### config.mk
export PLATFORM = sky130hd
export DESIGN_NAME = em4100_id_scheduler
export DESIGN_NICKNAME = d
export VERILOG_FILES = /design/src/rtl/em4100_pkg.sv /design/src/rtl/em4100_rr_pick.sv /design/src/rtl/em4100_id_scheduler.sv
export SDC_FILE = /design/constraint.sdc
export NUM_CORES = 1
export LEC_CHECK = 0
export ABC_AREA = 1
export ABC_CLOCK_PERIOD_IN_PS = 11100
export BUFFER_PORTS_ARGS = -buffer_cell sky130_fd_sc_hd__buf_2
export CORE_MARGIN = 3
export CORE_UTILIZATION = 58
export CTS_BUF_LIST = sky130_fd_sc_hd__clkbuf_16
export CTS_CLUSTER_DIAMETER = 60
export DETAILED_ROUTE_END_ITERATION = 10
export PLACE_DENSITY = 0.88
export RECOVER_POWER = 25
export SKIP_CTS_REPAIR_TIMING = 1
export SLEW_MARGIN = 20
export SYNTH_ARGS = -nofsm -noshare
export SYNTH_HDL_FRONTEND = slang
export SYNTH_SLANG_ARGS = --single-unit
### constraint.sdc
create_clock -name clk -period 11.1 [get_ports clk]
set_input_delay 0 -clock clk [delete_from_list [all_inputs] [get_ports clk]]
set_output_delay 0 -clock clk [all_outputs]
set_load 0.01 [all_outputs]
### src/rtl/em4100_pkg.sv
// em4100_pkg: shared widths and the scheduler state encoding for the
// EM4100 tag-emulation sequencer.
package em4100_pkg;

    localparam int ID_W       = 40;
    localparam int FRAME_BITS = 64;

    typedef enum logic [1:0] {
        IDLE = 2'd0,
        LOAD = 2'd1,
        SEND = 2'd2,
        GAP  = 2'd3
    } em4100_sched_state_t;

endpackage

### src/rtl/em4100_rr_pick.sv
// em4100_rr_pick: combinational round-robin finder. Returns the first valid
// slot strictly after rr_ptr_i, wrapping NUM_SLOTS-1 back to 0. The slot at
// rr_ptr_i itself is considered last, so a lone valid slot is always found.
module em4100_rr_pick #(
    parameter  int NUM_SLOTS = 4,
    localparam int SW        = $clog2(NUM_SLOTS)
) (
    input  logic [NUM_SLOTS-1:0] valid_i,
    input  logic [SW-1:0]        rr_ptr_i,
    output logic [SW-1:0]        pick_o,
    output logic                 any_valid_o
);

    // Scan from the farthest candidate to the nearest so the nearest valid slot wins.
    always_comb begin
        logic [SW-1:0] idx;
        idx         = '0;
        pick_o      = '0;
        any_valid_o = |valid_i;
        for (int i = NUM_SLOTS; i >= 1; i--) begin
            idx = SW'((int'(rr_ptr_i) + i) % NUM_SLOTS);
            if (valid_i[idx]) begin
                pick_o = idx;
            end
        end
    end

endmodule

### src/rtl/em4100_id_scheduler.sv
// em4100_id_scheduler: holds a bank of 40-bit tag IDs and feeds one EM4100
// encoder, round-robining over valid slots. Each selected ID is sent as
// REPEAT back-to-back frames followed by GAP_CYCLES of silence.
// Optional feature macro: EM4100_ONESHOT_EN adds a one-shot request port
// (os_req_i/os_data_i/os_ack_o) that takes priority at each LOAD decision.
module em4100_id_scheduler
    import em4100_pkg::*;
#(
    parameter  int NUM_SLOTS    = 4,
    parameter  int FRAME_CYCLES = 128,
    parameter  int REPEAT       = 3,
    parameter  int GAP_CYCLES   = 16,
    localparam int SW           = $clog2(NUM_SLOTS)
) (
    input  logic            clk,
    input  logic            rst,
    input  logic            enable_i,
    input  logic            wr_en_i,
    input  logic [SW-1:0]   wr_addr_i,
    input  logic [ID_W-1:0] wr_data_i,
    input  logic            wr_valid_i,
`ifdef EM4100_ONESHOT_EN
    input  logic            os_req_i,
    input  logic [ID_W-1:0] os_data_i,
    output logic            os_ack_o,
`endif
    output logic [ID_W-1:0] enc_data_o,
    output logic            enc_tx_o,
    output logic [SW-1:0]   cur_slot_o,
    output logic            busy_o,
    output logic            frame_done_o
);

    localparam int CNT_MAX = (FRAME_CYCLES > GAP_CYCLES) ? FRAME_CYCLES : GAP_CYCLES;
    localparam int CNT_W   = $clog2(CNT_MAX);
    localparam int REP_W   = (REPEAT > 1) ? $clog2(REPEAT) : 1;

    em4100_sched_state_t   state_q;
    logic [CNT_W-1:0]      cnt_q;
    logic [REP_W-1:0]      rep_q;
    logic [SW-1:0]         rr_ptr_q;
    logic [SW-1:0]         cur_slot_q;
    logic [ID_W-1:0]       enc_data_q;
    logic                  enc_tx_q;
    logic                  busy_q;
    logic                  frame_done_q;

    logic [ID_W-1:0]       slot_id_q [NUM_SLOTS];
    logic [NUM_SLOTS-1:0]  slot_vld_q;

    logic [SW-1:0]         pick;
    logic                  any_valid;
    logic                  start_ok;

`ifdef EM4100_ONESHOT_EN
    logic                  os_ack_q;
    assign start_ok = os_req_i || (enable_i && any_valid);
    assign os_ack_o = os_ack_q;
`else
    assign start_ok = enable_i && any_valid;
`endif

    em4100_rr_pick #(
        .NUM_SLOTS (NUM_SLOTS)
    ) u_rr_pick (
        .valid_i     (slot_vld_q),
        .rr_ptr_i    (rr_ptr_q),
        .pick_o      (pick),
        .any_valid_o (any_valid)
    );

    // Slot storage: host writes land on the clock edge, independent of the FSM.
    always_ff @(posedge clk or posedge rst) begin
        if (rst) begin
            slot_vld_q <= '0;
            for (int i = 0; i < NUM_SLOTS; i++) begin
                slot_id_q[i] <= '0;
            end
        end else if (wr_en_i && (int'(wr_addr_i) < NUM_SLOTS)) begin
            slot_vld_q[wr_addr_i] <= wr_valid_i;
            slot_id_q[wr_addr_i]  <= wr_data_i;
        end
    end

    // Scheduler FSM with registered encoder-facing outputs; frame_done is
    // produced one cycle early so it is high exactly on the last frame cycle.
    always_ff @(posedge clk or posedge rst) begin
        if (rst) begin
            state_q      <= IDLE;
            cnt_q        <= '0;
            rep_q        <= '0;
            rr_ptr_q     <= SW'(NUM_SLOTS - 1);
            cur_slot_q   <= '0;
            enc_data_q   <= '0;
            enc_tx_q     <= 1'b0;
            busy_q       <= 1'b0;
            frame_done_q <= 1'b0;
`ifdef EM4100_ONESHOT_EN
            os_ack_q     <= 1'b0;
`endif
        end else begin
            frame_done_q <= 1'b0;
            case (state_q)
                IDLE: begin
                    if (start_ok) begin
                        state_q <= LOAD;
                        busy_q  <= 1'b1;
`ifdef EM4100_ONESHOT_EN
                        os_ack_q <= os_req_i;
`endif
                    end
                end
                LOAD: begin
`ifdef EM4100_ONESHOT_EN
                    os_ack_q <= 1'b0;
                    if (os_ack_q) begin
                        enc_data_q <= os_data_i;
                        state_q    <= SEND;
                        enc_tx_q   <= 1'b1;
                        cnt_q      <= '0;
                        rep_q      <= '0;
                    end else
`endif
                    if (any_valid) begin
                        rr_ptr_q   <= pick;
                        cur_slot_q <= pick;
                        enc_data_q <= slot_id_q[pick];
                        state_q    <= SEND;
                        enc_tx_q   <= 1'b1;
                        cnt_q      <= '0;
                        rep_q      <= '0;
                    end else begin
                        state_q <= IDLE;
                        busy_q  <= 1'b0;
                    end
                end
                SEND: begin
                    if (cnt_q == CNT_W'(FRAME_CYCLES - 1)) begin
                        cnt_q <= '0;
                        if ((rep_q == REP_W'(REPEAT - 1)) || !enable_i) begin
                            state_q  <= GAP;
                            enc_tx_q <= 1'b0;
                        end else begin
                            rep_q <= rep_q + 1'b1;
                        end
                    end else begin
                        cnt_q        <= cnt_q + 1'b1;
                        frame_done_q <= (cnt_q == CNT_W'(FRAME_CYCLES - 2));
                    end
                end
                GAP: begin
                    if (cnt_q == CNT_W'(GAP_CYCLES - 1)) begin
                        cnt_q <= '0;
                        if (start_ok) begin
                            state_q <= LOAD;
`ifdef EM4100_ONESHOT_EN
                            os_ack_q <= os_req_i;
`endif
                        end else begin
                            state_q <= IDLE;
                            busy_q  <= 1'b0;
                        end
                    end else begin
                        cnt_q <= cnt_q + 1'b1;
                    end
                end
                default: begin
                    state_q  <= IDLE;
                    enc_tx_q <= 1'b0;
                    busy_q   <= 1'b0;
                end
            endcase
        end
    end

    assign enc_data_o   = enc_data_q;
    assign enc_tx_o     = enc_tx_q;
    assign cur_slot_o   = cur_slot_q;
    assign busy_o       = busy_q;
    assign frame_done_o = frame_done_q;

endmodule

Word level (Yosys, flattened, before mapping)
Index checks and enable logic that the tools add are counted.
{ "word_totals": {"reg_bits": 222, "inputBits": 47} }
{ "classes": {"n_addsub": 6, "order_cmp": 9, "n_eq_ne": 15, "muxes": 47, "bitwise": 2, "reduce_logical": 16} }
{ "ops": {"columns": ["cell", "n"], "rows": [
  ["$bwmux 160", 1],
  ["$mux 40", 3],
  ["$bmux 40 s2", 1],
  ["$demux 40 s2", 1],
  ["$mux 2", 12],
  ["$mux 7", 3],
  ["$pmux 7 s3", 1],
  ["$ne 2x2->1 const B", 8],
  ["$lt 2x3->1 const B", 5],
  ["$mux 1", 15],
  ["$eq 7x7->1 const B", 2],
  ["$reduce_and 4->1", 3],
  ["$bmux 1 s2", 4],
  ["$pmux 2 s4", 1],
  ["$add 7x1->7 const B", 1],
  ["$eq 7x4->1 const B", 1],
  ["$add 2x1->2 const B", 3],
  ["$eq 2x2->1 const B", 3],
  ["$ge 3x3->1 const B", 2],
  ["$not 2->3", 2],
  ["$reduce_bool 3->1", 2],
  ["$reduce_and 5->1", 1],
  ["$add 2x2->2 const B", 2],
  ["$bwmux 4", 1],
  ["14 further kinds", 17]
]} }

Depth between registers and ports, before layout
{ "depth": {"ltp_word": 11, "depth_mapped": 16, "depth_no_buf": 13} }

Cells and area by module
From an unflattened synthesis, not the netlist that was laid out.
{ "hier_totals": {"hier_cells": 1140, "area_unflattened_um2": 9626.7} }
{ "by_module_without_submodules": {"columns": ["module", "instances", "cells_per_inst", "area_per_inst_um2"], "rows": [
  ["em4100_id_scheduler", 1, 1089, 9360.2],
  ["em4100_rr_pick", 1, 51, 266.5]
]} }

Worst setup path after synthesis
No wires, ideal clock.
{ "synth_timing": {"path_type": "register to register", "startpoint": "register rr_ptr_q[0]", "endpoint": "register enc_data_q[20], in the netlist enc_data_o[20]", "setup_ps": 117, "arrival_time_ps": 1755, "slack_ps": 9228, "path_stages_with_launch": 17, "path_buffers": 3, "path_cell_list": "dfstp_2 -> buf_4 -> inv_2 -> buf_6 -> nand2_1 -> nand2_1 -> nand2_1 -> nand2_1 -> nand2_1 -> nand3_2 -> nand2_4 -> buf_4 -> nand2_1 -> nand3_1 -> nand2_1 -> nand2_1 -> nand2_1"} }
{ "synth_between": {"elab_chain_len": 11, "elab_cells_between_ends": 20, "cone_classes": "add/sub (4); mux (15); bitwise (1)"} }
{ "synth_lines": {"columns": ["element", "line_no", "rtl"], "rows": [
  ["from (decl)", "em4100_id_scheduler.sv:41", "logic [SW-1:0] rr_ptr_q;"],
  ["from (signal assigned)", "em4100_id_scheduler.sv:92", "rr_ptr_q <= SW'(NUM_SLOTS - 1);"],
  ["from (signal assigned)", "em4100_id_scheduler.sv:125", "rr_ptr_q <= pick;"],
  ["$add 2x1->2", "em4100_rr_pick.sv:21", "idx = SW'((int'(rr_ptr_i) + i) % NUM_SLOTS);"],
  ["$bmux 1 s2", "em4100_rr_pick.sv:22", "if (valid_i[idx]) begin"],
  ["$mux 1 (implied by the code)", "em4100_rr_pick.sv:22", null],
  ["$mux 2 (3 in a row)", "em4100_rr_pick.sv:22", null],
  ["$mux 2 *", "em4100_rr_pick.sv:22", null],
  ["$not 2->3 (implied by the code) *", "em4100_id_scheduler.sv:127", "enc_data_q <= slot_id_q[pick];"],
  ["$bmux 40 s2 *", "em4100_id_scheduler.sv:127", null],
  ["$mux 40 (implied by the code) * (2 in a row)", "em4100_id_scheduler.sv:127", null],
  ["to (signal assigned)", "em4100_id_scheduler.sv:127", null],
  ["to (decl)", "em4100_id_scheduler.sv:43", "logic [ID_W-1:0] enc_data_q;"]
]} }
Mark *: on every way between the ends. The rest lies on a longest branch, timed or not. The select of a mux whose other input is x is not followed.
A chain may end at the register's enable or synchronous reset.

==> metrics.cfg <==
[final_layout]
utilization_pct=68.9
fin_cells=1698
num-nets-final=1505
drive_gt1_share_pct=6.72
syn_to_final_growth_pct=15.1
nFillCells=1363
diodes=0
post-route-cell-area_um2=12000

[sta]
finalCriticalPeriod_ns=4.85
hold_slack_ns=0.329
finClkSkew_ns=0.00638
fin_setup_tns_ns=0
hold_viol_final=0
max_freq_mhz=206
setup_viol=0
finalCritPeriodShare_pct=43.7
maxSlewViolCount=230
worst_slew_pin_slew_ns=6.31
slew_headroom_pct=-323
rsz0062_at_grt=false

[setup_path]
crit_slowest_cell=clkinvlp_2
regToRegStartpoint=rr_ptr_q[0]
path_cells=dlygate4sd3_1 -> buf_2 -> clkinvlp_2 -> buf_4
cp_max_fo=146
critPathCaptureType=async pin
worst_ep_required_time_ns=11.61
startpoint_type=input pin
critPathMaxStageDelay_ns=3.49
critical_path_class=in2async
cp.arrival_ns=5.36
r2r_slack_ns=7.34
reg2reg_depth=13
reg2reg_to=enc_data_o[39]

[synthesis]
synth_compound_area_share_pct=9.37
yosysWarningCount=0
synthMuxAreaShare_pct=0
synth_top_family_by_area=simple AND/OR/NAND/NOR gates
syn_avg_cell_area_um2=7.64
netlist_area_um2=10500
synth_xor_area_share_pct=0.167
synth-simple-area-share_pct=25.4
yosysSeqAreaShare_pct=53.1
synth_nets=1419
synth_fa_ha_area_share_pct=0.359
synth.distinct_cells=28
synthCells=1369
ys_ff_latch=222

[routing]
drc=0
via_count=9180
avgViaCountPerCell=5.41
post_drt_wl_per_cell_um=15.0
wirelength_um=25500
dr.pass1.iters=5
drtIter0Drc=877
ant_nets=0

[floorplanning]
fp.dieW_um=140
dieArea_um2=19700
core_area_um2=17500
chipHeight_um=140
ios=92
rows=48
start_util_pct=59.9

[power]
ir_worst_vdd_v=0.000197
leakage_nw=6.51
power_density_nw_per_um2=267
p_comb_share_pct=42.0
power_frac_clock_pct=23.2
p_int_mw=1.87
swShare_pct=42.0
seqPwrFrac_pct=34.8
switchingPower_mw=1.35

[grt]
grt_pass1_wl_um=42200
gr-usage-all-layers_pct=25.6
grt_overflow=0
grt_pass1_vias=8849
antenna_found_initial=0
grt_start_max_net_pins=147

[hold_path]
hold_class=in2reg
min_from=wr_data_i[2]
min_to=slot_id_q[2]
holdPathStages=4

[place]
dp_hpwl_um=13400
dpl_cell_area_um2=11000
port_buffers=91
dpl.cell_count=1611
place_congestion=0.845

[status]
violations=capacitance limit, slew limit
status=finished with violations

[clock_network]
cts_buffer_depth=3
cts-root-buf=clkbuf_16
h-tree-depth=1
numCtsBuffers=24
path_clk_slew_ns=0.06
clock-sinks=222
cts_tree=built
clock_latency_ns=0.51

[run]
drv_cap=2

-- per-stage QoR --
step / setup slack (ns) / total power [mW]
floorplan: 5.03 / 2.13
global route: 5.18 / 3.47
finish: 6.25 / 3.22
global placement: 7.55 / 2.41
CTS: 7.41 / 3.22
detailed placement: 7.44 / 2.46
-- placed cells by master, fill, tap and decap left out, types with 2 or more instances in the layout --
cell type,netlist,layout
o22ai_1,2,2
nand2_1,458,458
inv_1,225,229
o21ai_0,174,174
dlygate4sd3_1,0,43
clkinv_2,0,6
nand4_1,2,2
a31oi_1,3,3
clkinv_1,0,6
nand3_4,0,5
dfrtp_1,220,220
clkbuf_1,48,43
o21ai_1,2,2
nor2_1,9,9
inv_2,4,5
nand3_1,170,166
buf_4,9,3
ha_1,3,3
buf_2,16,48
xor2_1,2,2
a21oi_1,7,7
dfstp_2,2,2
clkbuf_16,0,25
-- cells by family (layout without fill, tap and decap cells) --
kind of cell,count (synthesis),in the layout
AND/OR/NAND/NOR,644,644
buffers and inverters,306,410
flip-flops,222,222
AO/OA/AOI/OAI,192,192
adder cells (fa/ha/maj),3,3
XOR/XNOR,2,2
-- critical path, delay by kind of cell --
family,cells,cell delay (ns)
buffers and inverters,4,5.29
-- flip-flops by register name (all words and copies together), names as in the netlist, named ones only --
name	flops
slot_vld_q	4
rr_ptr_q	2
cur_slot_o	2
cnt_q	7
busy_o	1
rep_q	2
state_q	1
slot_id_q	160
enc_tx_o	1
frame_done_o	1
enc_data_o	40
-- Yosys cell counts --
cell type  count  area (um2)
inv_1        225         845
a21oi_1        7        35.0
nand3_2        2        20.0
xor2_1         2        17.5
a21oi_2        1        8.76
buf_4          9        67.6
buf_1          3        11.3
nand3_1      170         851
inv_2          4        15.0
nand2_4        1        11.3
o21ai_0      174         871
dfstp_2        2        52.6
nor4b_1        1        8.76
a221oi_1       1        8.76
buf_6          1        11.3
nor2_1         9        33.8
dfrtp_1      220        5510
buf_2         16        80.1
clkbuf_1      48         180
nor3_1         1        5.00
o22ai_1        2        12.5
a31oi_1        3        18.8
nand4_1        2        12.5
nand2_1      458        1720
o31ai_1        1        7.51
o21ai_1        2        10.0
ha_1           3        37.5
o2111ai_1      1        8.76
-- layout make-up --
type                    instances  area [um2]  share of cell area (%)
clock buffers                  25         626                    5.19
clock inverters                19         105                   0.872
inverters                     229         861                    7.15
multi-input cells             841        3760                    31.2
flip-flops and latches        222        5560                    46.1
well taps                     225         282                    2.34
repair buffers                137         855                    7.09
-- layer usage --
| layer | vias to the layer above | track usage (%) | share of wire [%] | wire [um] |
|---|---|---|---|---|
| li1 | 4408 | - | - | - |
| met1 | 4397 | 35.0 | 43 | 10800 |
| met2 | 337 | 42.5 | 49 | 12500 |
| met3 | 38 | 3.76 | 6.9 | 1750 |
| met4 | 0 | 8.01 | 1.5 | 379 |
| met5 | - | 0 | 0 | 0 |
-- power by group through the flow --
stage	Combinational (mW)	Clock [mW]	Sequential (mW)
after detailed placement	1.33	0	1.13
after CTS	1.36	0.751	1.12
after global routing	1.53	0.787	1.14
final	1.35	0.746	1.12
after global placement	1.29	0	1.12
after floorplan	1.00	0	1.12
-- how the worst max path moves through the flow --
stage                      from              to  slack (ns)  depth (start not counted)
finish                      rst  enc_data_o[23]        6.25                          4
global route                rst   slot_id_q[67]        5.18                          4
CTS                 rr_ptr_q[0]  enc_data_o[39]        7.41                         13
detailed placement  rr_ptr_q[0]  enc_data_o[10]        7.44                         13
global placement    rr_ptr_q[0]   enc_data_o[8]        7.55                         13
floorplan                   rst       async pin        5.03                          1
Note: power is estimated with default switching activity, not from simulation.
